<file path="src/rtl/target_spawn_scheduler.sv">
`default_nettype none
// ---------------------------------------------------------------------------
// Module      : target_spawn_scheduler
// Description : Paces target spawns across four slots with a gap timer and an
//               LFSR-seeded round-robin pick; turns aimed shots into kill
//               pulses and keeps a saturating hit score.
// Revision    : 1.0 - initial release
// ---------------------------------------------------------------------------
module target_spawn_scheduler #(
  parameter int GAP_CYCLES = 25000000,
  parameter int MAX_ACTIVE = 3
) (
  input  logic       clk,
  input  logic       resetn,
  input  logic       titleoff,
  input  logic       over,
  input  logic [3:0] slot_clear,
  input  logic [3:0] slot_tar,
  input  logic       shot,
  input  logic [1:0] aim_slot,
  output logic [3:0] spawn,
  output logic [3:0] kill,
  output logic [7:0] score
);

  localparam int         CNT_W    = (GAP_CYCLES > 1) ? $clog2(GAP_CYCLES) : 1;
  localparam logic [CNT_W-1:0] CNT_LAST = CNT_W'(GAP_CYCLES - 1);
  localparam logic [7:0] LFSR_SEED = 8'hA5;

  typedef enum logic [1:0] {
    S_IDLE  = 2'd0,
    S_GAP   = 2'd1,
    S_PICK  = 2'd2,
    S_SPAWN = 2'd3
  } state_t;

  state_t             state_q, state_d;
  logic [CNT_W-1:0]   cnt_q, cnt_d;
  logic [1:0]         idx_q, idx_d;
  logic [7:0]         lfsr_q, lfsr_d;
  logic [3:0]         kill_q, kill_d;
  logic [7:0]         score_q, score_d;
  logic               title_q;

  logic               w_run;
  logic [2:0]         w_active;
  logic               w_eligible;
  logic               w_found;
  logic [1:0]         w_pick;
  logic [1:0]         w_cand;

  // The game only advances while the title is dismissed and not over.
  assign w_run = titleoff & ~over;

  // Count busy slots and find the first clear slot at or after lfsr[1:0].
  always_comb begin
    w_active = 3'd0;
    w_found  = 1'b0;
    w_pick   = lfsr_q[1:0];
    w_cand   = 2'd0;
    for (int i = 0; i < 4; i++) begin
      w_active = w_active + {2'b00, ~slot_clear[i]};
    end
    for (int k = 0; k < 4; k++) begin
      w_cand = lfsr_q[1:0] + 2'(k);
      if (!w_found && slot_clear[w_cand]) begin
        w_found = 1'b1;
        w_pick  = w_cand;
      end
    end
    w_eligible = (w_active < 3'(MAX_ACTIVE)) && w_found;
  end

  // Next-state logic: idle, gap timer, pick a slot, one spawn cycle.
  always_comb begin
    state_d = state_q;
    cnt_d   = cnt_q;
    idx_d   = idx_q;
    if (!w_run) begin
      state_d = S_IDLE;
      cnt_d   = '0;
    end else begin
      case (state_q)
        S_IDLE: begin
          state_d = S_GAP;
          cnt_d   = '0;
        end
        S_GAP: begin
          if (cnt_q == CNT_LAST) begin
            state_d = S_PICK;
          end else begin
            cnt_d = cnt_q + CNT_W'(1);
          end
        end
        S_PICK: begin
          if (w_eligible) begin
            idx_d   = w_pick;
            state_d = S_SPAWN;
          end
        end
        S_SPAWN: begin
          state_d = S_GAP;
          cnt_d   = '0;
        end
        default: begin
          state_d = S_IDLE;
          cnt_d   = '0;
        end
      endcase
    end
  end

  // Kill, score and LFSR next values; a titleoff rising edge restarts the score.
  always_comb begin
    kill_d = 4'b0000;
    if (shot && slot_tar[aim_slot] && w_run) begin
      kill_d[aim_slot] = 1'b1;
    end
    score_d = score_q;
    if (titleoff && !title_q) begin
      score_d = 8'd0;
    end else if ((kill_d != 4'b0000) && (score_q != 8'hFF)) begin
      score_d = score_q + 8'd1;
    end
    lfsr_d = lfsr_q;
    if (titleoff) begin
      lfsr_d = {lfsr_q[6:0], lfsr_q[7] ^ lfsr_q[5] ^ lfsr_q[4] ^ lfsr_q[3]};
    end
  end

  // All state registers, asynchronously reset.
  always_ff @(posedge clk or negedge resetn) begin
    if (!resetn) begin
      state_q <= S_IDLE;
      cnt_q   <= '0;
      idx_q   <= 2'd0;
      lfsr_q  <= LFSR_SEED;
      kill_q  <= 4'b0000;
      score_q <= 8'd0;
      title_q <= 1'b0;
    end else begin
      state_q <= state_d;
      cnt_q   <= cnt_d;
      idx_q   <= idx_d;
      lfsr_q  <= lfsr_d;
      kill_q  <= kill_d;
      score_q <= score_d;
      title_q <= titleoff;
    end
  end

  // Spawn pulse is decoded from the spawn state and the latched slot index.
  always_comb begin
    spawn = 4'b0000;
    if (state_q == S_SPAWN) begin
      spawn[idx_q] = 1'b1;
    end
  end

  assign kill  = kill_q;
  assign score = score_q;

endmodule
`default_nettype wire

</file>
<file path="config.mk">
export PLATFORM = sky130hd
export DESIGN_NAME = target_spawn_scheduler
export DESIGN_NICKNAME = d
export VERILOG_FILES = /design/src/rtl/target_spawn_scheduler.sv
export SDC_FILE = /design/constraint.sdc
export NUM_CORES = 1
export LEC_CHECK = 0
export CAP_MARGIN = 25
export CORE_MARGIN = 3
export CORE_UTILIZATION = 61
export CTS_CLUSTER_DIAMETER = 30
export DETAILED_ROUTE_END_ITERATION = 6
export GPL_ROUTABILITY_DRIVEN = 1
export PLACE_DENSITY = 0.85
export SLEW_MARGIN = 20
export SYNTH_ARGS = -nofsm -noshare
export SYNTH_HDL_FRONTEND = slang
export SYNTH_SLANG_ARGS = --single-unit
</file>
<file path="constraint.sdc">
create_clock -name clk -period 4.9 [get_ports clk]
set_clock_uncertainty 0.1 [all_clocks]
set_input_delay 0.98 -clock clk [delete_from_list [all_inputs] [get_ports clk]]
set_output_delay 0.98 -clock clk [all_outputs]
set_load 0.1 [all_outputs]
</file>
Word-level counts from Yosys, hierarchy flattened
Index checks and enable logic that the tools add are counted.
Widths: inputs -> output; s select.
- bits in registers: 50
- latch bits: 0
- memories kept: 0
- input port bits: 15
- RAM bits: 0
- bits in read-only memories: 0
- logic and storage cells: 95
- reduce and logical (&&, ||, !) cells: 21
- add/subtract/negate cells: 8
- equal/unequal tests: 9
- shift-type cells: 0
- multiplexer cells: 32
- multipliers: 0
- div/mod/pow operators: 0
- order comparisons: 9
- bitwise gates (word level): 9
- operator list (cell ; count):
    $mux 25 ; 2
    $pmux 25 s2 ; 1
    $add 25x1->25 const B ; 1
    $eq 25x25->1 const B ; 1
    $lt 2x3->1 const B ; 6
    $mux 8 ; 2
    $mux 2 ; 6
    $mux 1 ; 11
    $bmux 1 s2 ; 5
    $logic_and 1x1->1 ; 10
    $ne 3x3->1 const B ; 3
    $add 8x1->8 const B ; 1
    $mux 4 ; 2
    $ne 8x8->1 const B ; 1
    $pmux 2 s3 ; 1
    $not 1->1 ; 5
    $add 2x2->2 const B ; 2
    $demux 1 s2 ; 2
    $eq 2x2->1 const B ; 2
    $ge 2x1->1 const B ; 2
    $logic_not 1->1 ; 4
    $reduce_and 2->1 ; 2
    $reduce_bool 4->1 ; 1
    $add 2x1->3 ; 1
    12 further kinds ; 14

Logic depth before layout (Yosys ltp)
- depth after elaboration: 16
- mapped depth: 8

Worst setup path after synthesis
No wires, ideal clock.
- kind: register to output
- from: reg state_q[0]
- to: out spawn[0]
- data required time: 3820 ps
- buffers on the path: 0
- setup slack: 1058 ps
- stages on the path, launching flop included: 3
- arrival: 2762 ps
- path through: dfrtp_1 -> ha_1 -> nor3b_1
- word-level cells in the longest chain between the ends: 2
- ends and longest elaborated chain (item ; RTL line ; source):
    start: declaration ; 37 ; state_t state_q, state_d;
    start signal: assignment ; 142 ; state_q <= state_d;
    $eq 2x2->1 ; 155 ; if (state_q == S_SPAWN) begin
    $mux 4 ; 155 ;
    end: declaration ; 21 ; output logic [3:0] spawn,
Every way passes these cells.

Worst setup path after layout
- from: in titleoff
- to: reg cnt_q[24]
- word-level cells in the longest chain between the ends: 3
- ends and longest elaborated chain (item ; RTL line ; source):
    start: declaration ; 15 ; input logic titleoff,
    $and 1x1->1 * ; 53 ; assign w_run = titleoff & ~over;
    $ne 3x3->1 (no source line) / $ne 3x2->1 (equally long branches) ; -- ;
    $reduce_and 2->1 (no source line) ; -- ;
    end signal: assignment ; 143 ; cnt_q <= cnt_d;
    end: declaration ; 38 ; logic [CNT_W-1:0] cnt_q, cnt_d;
Mark *: on every way between the ends. The rest lies on a longest branch, timed or not.
A chain may end at the register's enable or synchronous reset.

==> results_dict.tcl <==
set metrics [dict create \
    status "complete, no violations" \
    cp.required_ns 5.04 \
    ff2ff_path_depth 6 \
    core-area_um2 4474 \
    syn_inst 310 \
    wirelength_mm 6.260 \
    syn-cell-area_um2 2922 \
    hold_violations 0 \
    drv_slew 0 \
    h-tree-depth 2 \
    synthTopCellsByArea "dfrtp_1 39%, nand3_1 4.5%, xnor2_1 4.2%" \
    crit_type "in -> reg" \
    yosys_warnings 0 \
    whs_endpoint "lfsr_q[7]$_DFFE_PN1P_" \
    rows 24 \
    r2r_end "cnt_q[24]$_DFFE_PN0P_" \
    period_minus_slack_ns 3.464 \
    finalCritPeriodShare_pct 70.70 \
    syn_nets 333 \
    clock.fmax_mhz 288.7 \
    synth_top_area_share_pct 39.40 \
    powerDensity_nw_per_um2 278.9 \
    min_from "lfsr_q[6]$_DFFE_PN0P_" \
    cp.arrival_ns 3.61 \
    portBuffers 30 \
    yosysUniqueCellTypes 54 \
    grt_pass1_wl_mm 10.94 \
    drv_cap 0 \
    leakagePower_nw 1.302 \
    cts-root-buf "clkbuf_8" \
    worstMarginPinSlew_ns 0.9753 \
    hold_path.class "reg -> reg" \
    async_flop_share_pct 100.0 \
    drive_gt1_share_pct 8.555 \
    ys.flop_type "dfrtp_1" \
    grt_overflow_total 0 \
    post-cts-setup-buffers 0 \
    cts_buffer_depth 2 \
    cts_tree "yes" \
    r2r_start "cnt_q[15]$_DFFE_PN0P_" \
    synth_common_cells "46 x dfrtp_1, 26 x nand2_1, 26 x nand3_1" \
    r2r_slack_ns 2.16 \
    synth_most_common_cell "dfrtp_1" \
    place.gp.congestion 0.8329 \
    synth_top_cell_by_area "dfrtp_1" \
    synth_edf_count 0 \
    io_pins 31 \
    grt_antenna_before_repair 0 \
    grt_pass1_vias 2399 \
    grt_start_max_net_pins 27 \
    ant_nets 0 \
    holdBufCountCts 0 \
    setup_viol 0 \
    area_delta_synth_final_pct 14.78 \
    fin_cells 391 \
    clock_sinks 50 \
    post-route-drc-count 0 \
    post_synth.cell_area_avg_um2 9.424 \
    synth_seq_cells 50 \
    viasPerCell 6.371 \
    wl_per_cell_um 16.01 \
    slew_headroom_pct 34.78 \
    layout.nets 361 \
    dieArea_um2 5656 \
    worstSkewPairLatency_ns 0.31 \
    setup.worst_path.start_class "input port" \
    clk_pin_slew_ns 0.09 \
    grt_util_all_layers_pct 24.93 \
    worstSetupEndpointType "flip-flop" \
    start_util_pct 65.30 \
    die_y_um 75.21 \
    worstHoldPathCells 1 \
    ys_seq_area_share_pct 43.00 \
    die_x_um 75.21 \
    critPathMaxFanout 13 \
    cts_buffers 5 \
    num_antenna_cells 0 \
    place_inst 383 \
    num_vias 2491 \
    ir_drop_v 0.0001868 \
    drtPass1Iterations 4 \
    dpl.hpwl_mm 4.557 \
    tns_ns 0 \
    post_cts_resized 0 \
    rsz0062_at_grt "no" \
    drt_iter0_drc 132 \
]
-- layer usage --
metal	global-route usage (%)	vias up	wire, um	part of all wire, %
li1	-	1204	-	-
met4	7.573	0	82	1.3
met2	41.88	77	3020	48
met3	4.806	7	366	5.8
met5	0	-	0	0
met1	32.82	1203	2792	45
-- placed cells by master, fill, tap and decap left out, drive strengths merged, types with 5 or more instances in the layout --
cell	netlist	layout
mux2	7	7
xnor2	14	14
nand2	26	26
o21ai	10	10
nor3	6	6
nand2b	6	6
and3	7	7
nand3	26	26
or4	5	5
nand4	8	8
o2111ai	7	7
clkbuf	8	6
a21o	7	7
clkdlybuf4s50	0	29
ha	7	7
dfrtp	46	46
a21oi	23	23
inv	11	11
nor2	24	24
-- report_power, final --
part	internal, W	switching, W	leakage [nW]
registers	0.000466	0.0000399	0.669
clock network	0.000114	0.000138	0.0472
logic	0.0000871	0.0000903	0.586
-- flip-flops by register name (all words and copies together) (netlist names) --
name,flops
cnt_q,25
idx_q,2
kill,4
lfsr_q,8
score,8
state_q,2
title_q,1
-- critical path: stages --
cell	delay [ns]
clkdlybuf4s50_1	0.76
nor2b_1	0.46
and2_1	0.22
a31oi_1	0.31
buf_4	0.30
or4_1	0.49
nand2_1	0.08
-- layout make-up --
class / count / area [um2]
Inverter: 11 / 41.29
Sequential cell: 50 / 1256
Timing Repair Buffer: 32 / 322.8
Clock buffer: 6 / 82.58
Fill cell: 344 / 1121
Multi-Input combinational cell: 238 / 1573
Clock inverter: 2 / 12.51
Tap cell: 52 / 65.06
-- worst max-delay path by stage --
| stage | end | startpoint | slack [ns] |
|---|---|---|---|
| after floorplan | spawn[0] | state_q[0]$_DFFE_PN0P_ | 1.06 |
| after global placement | cnt_q[24]$_DFFE_PN0P_ | titleoff | 1.18 |
| after detailed placement | cnt_q[24]$_DFFE_PN0P_ | titleoff | 1.14 |
| after CTS | cnt_q[24]$_DFFE_PN0P_ | titleoff | 1.44 |
| after global routing | cnt_q[24]$_DFFE_PN0P_ | titleoff | 1.24 |
| final | cnt_q[24]$_DFFE_PN0P_ | titleoff | 1.44 |
-- cells by family after synthesis --
group / synth area share [%]
AO/OA/AOI/OAI: 16.66
XOR/XNOR: 4.797
adder cells (fa/ha/maj): 3.683
buffers and inverters: 3.169
flip-flops: 43.00
multiplexers: 4.497
AND/OR/NAND/NOR: 24.20
-- per-stage QoR --
stage | total power (W) | utilization [%] | hold WS, ns | worst slack [ns] | instance area, um2
after floorplan | 0.0006352 | - | 0.3750 | 1.058 | 2922
after global placement | 0.0006795 | 72.37 | 0.3902 | 1.176 | 3238
after detailed placement | 0.0006909 | 72.82 | 0.4075 | 1.136 | 3258
after CTS | 0.0009422 | 74.94 | 0.4297 | 1.440 | 3353
after global routing | 0.0009857 | 74.94 | 0.4546 | 1.237 | 3353
final | 0.0009351 | 74.94 | 0.4276 | 1.436 | 3353
Note: power is estimated with default switching activity, not from simulation.
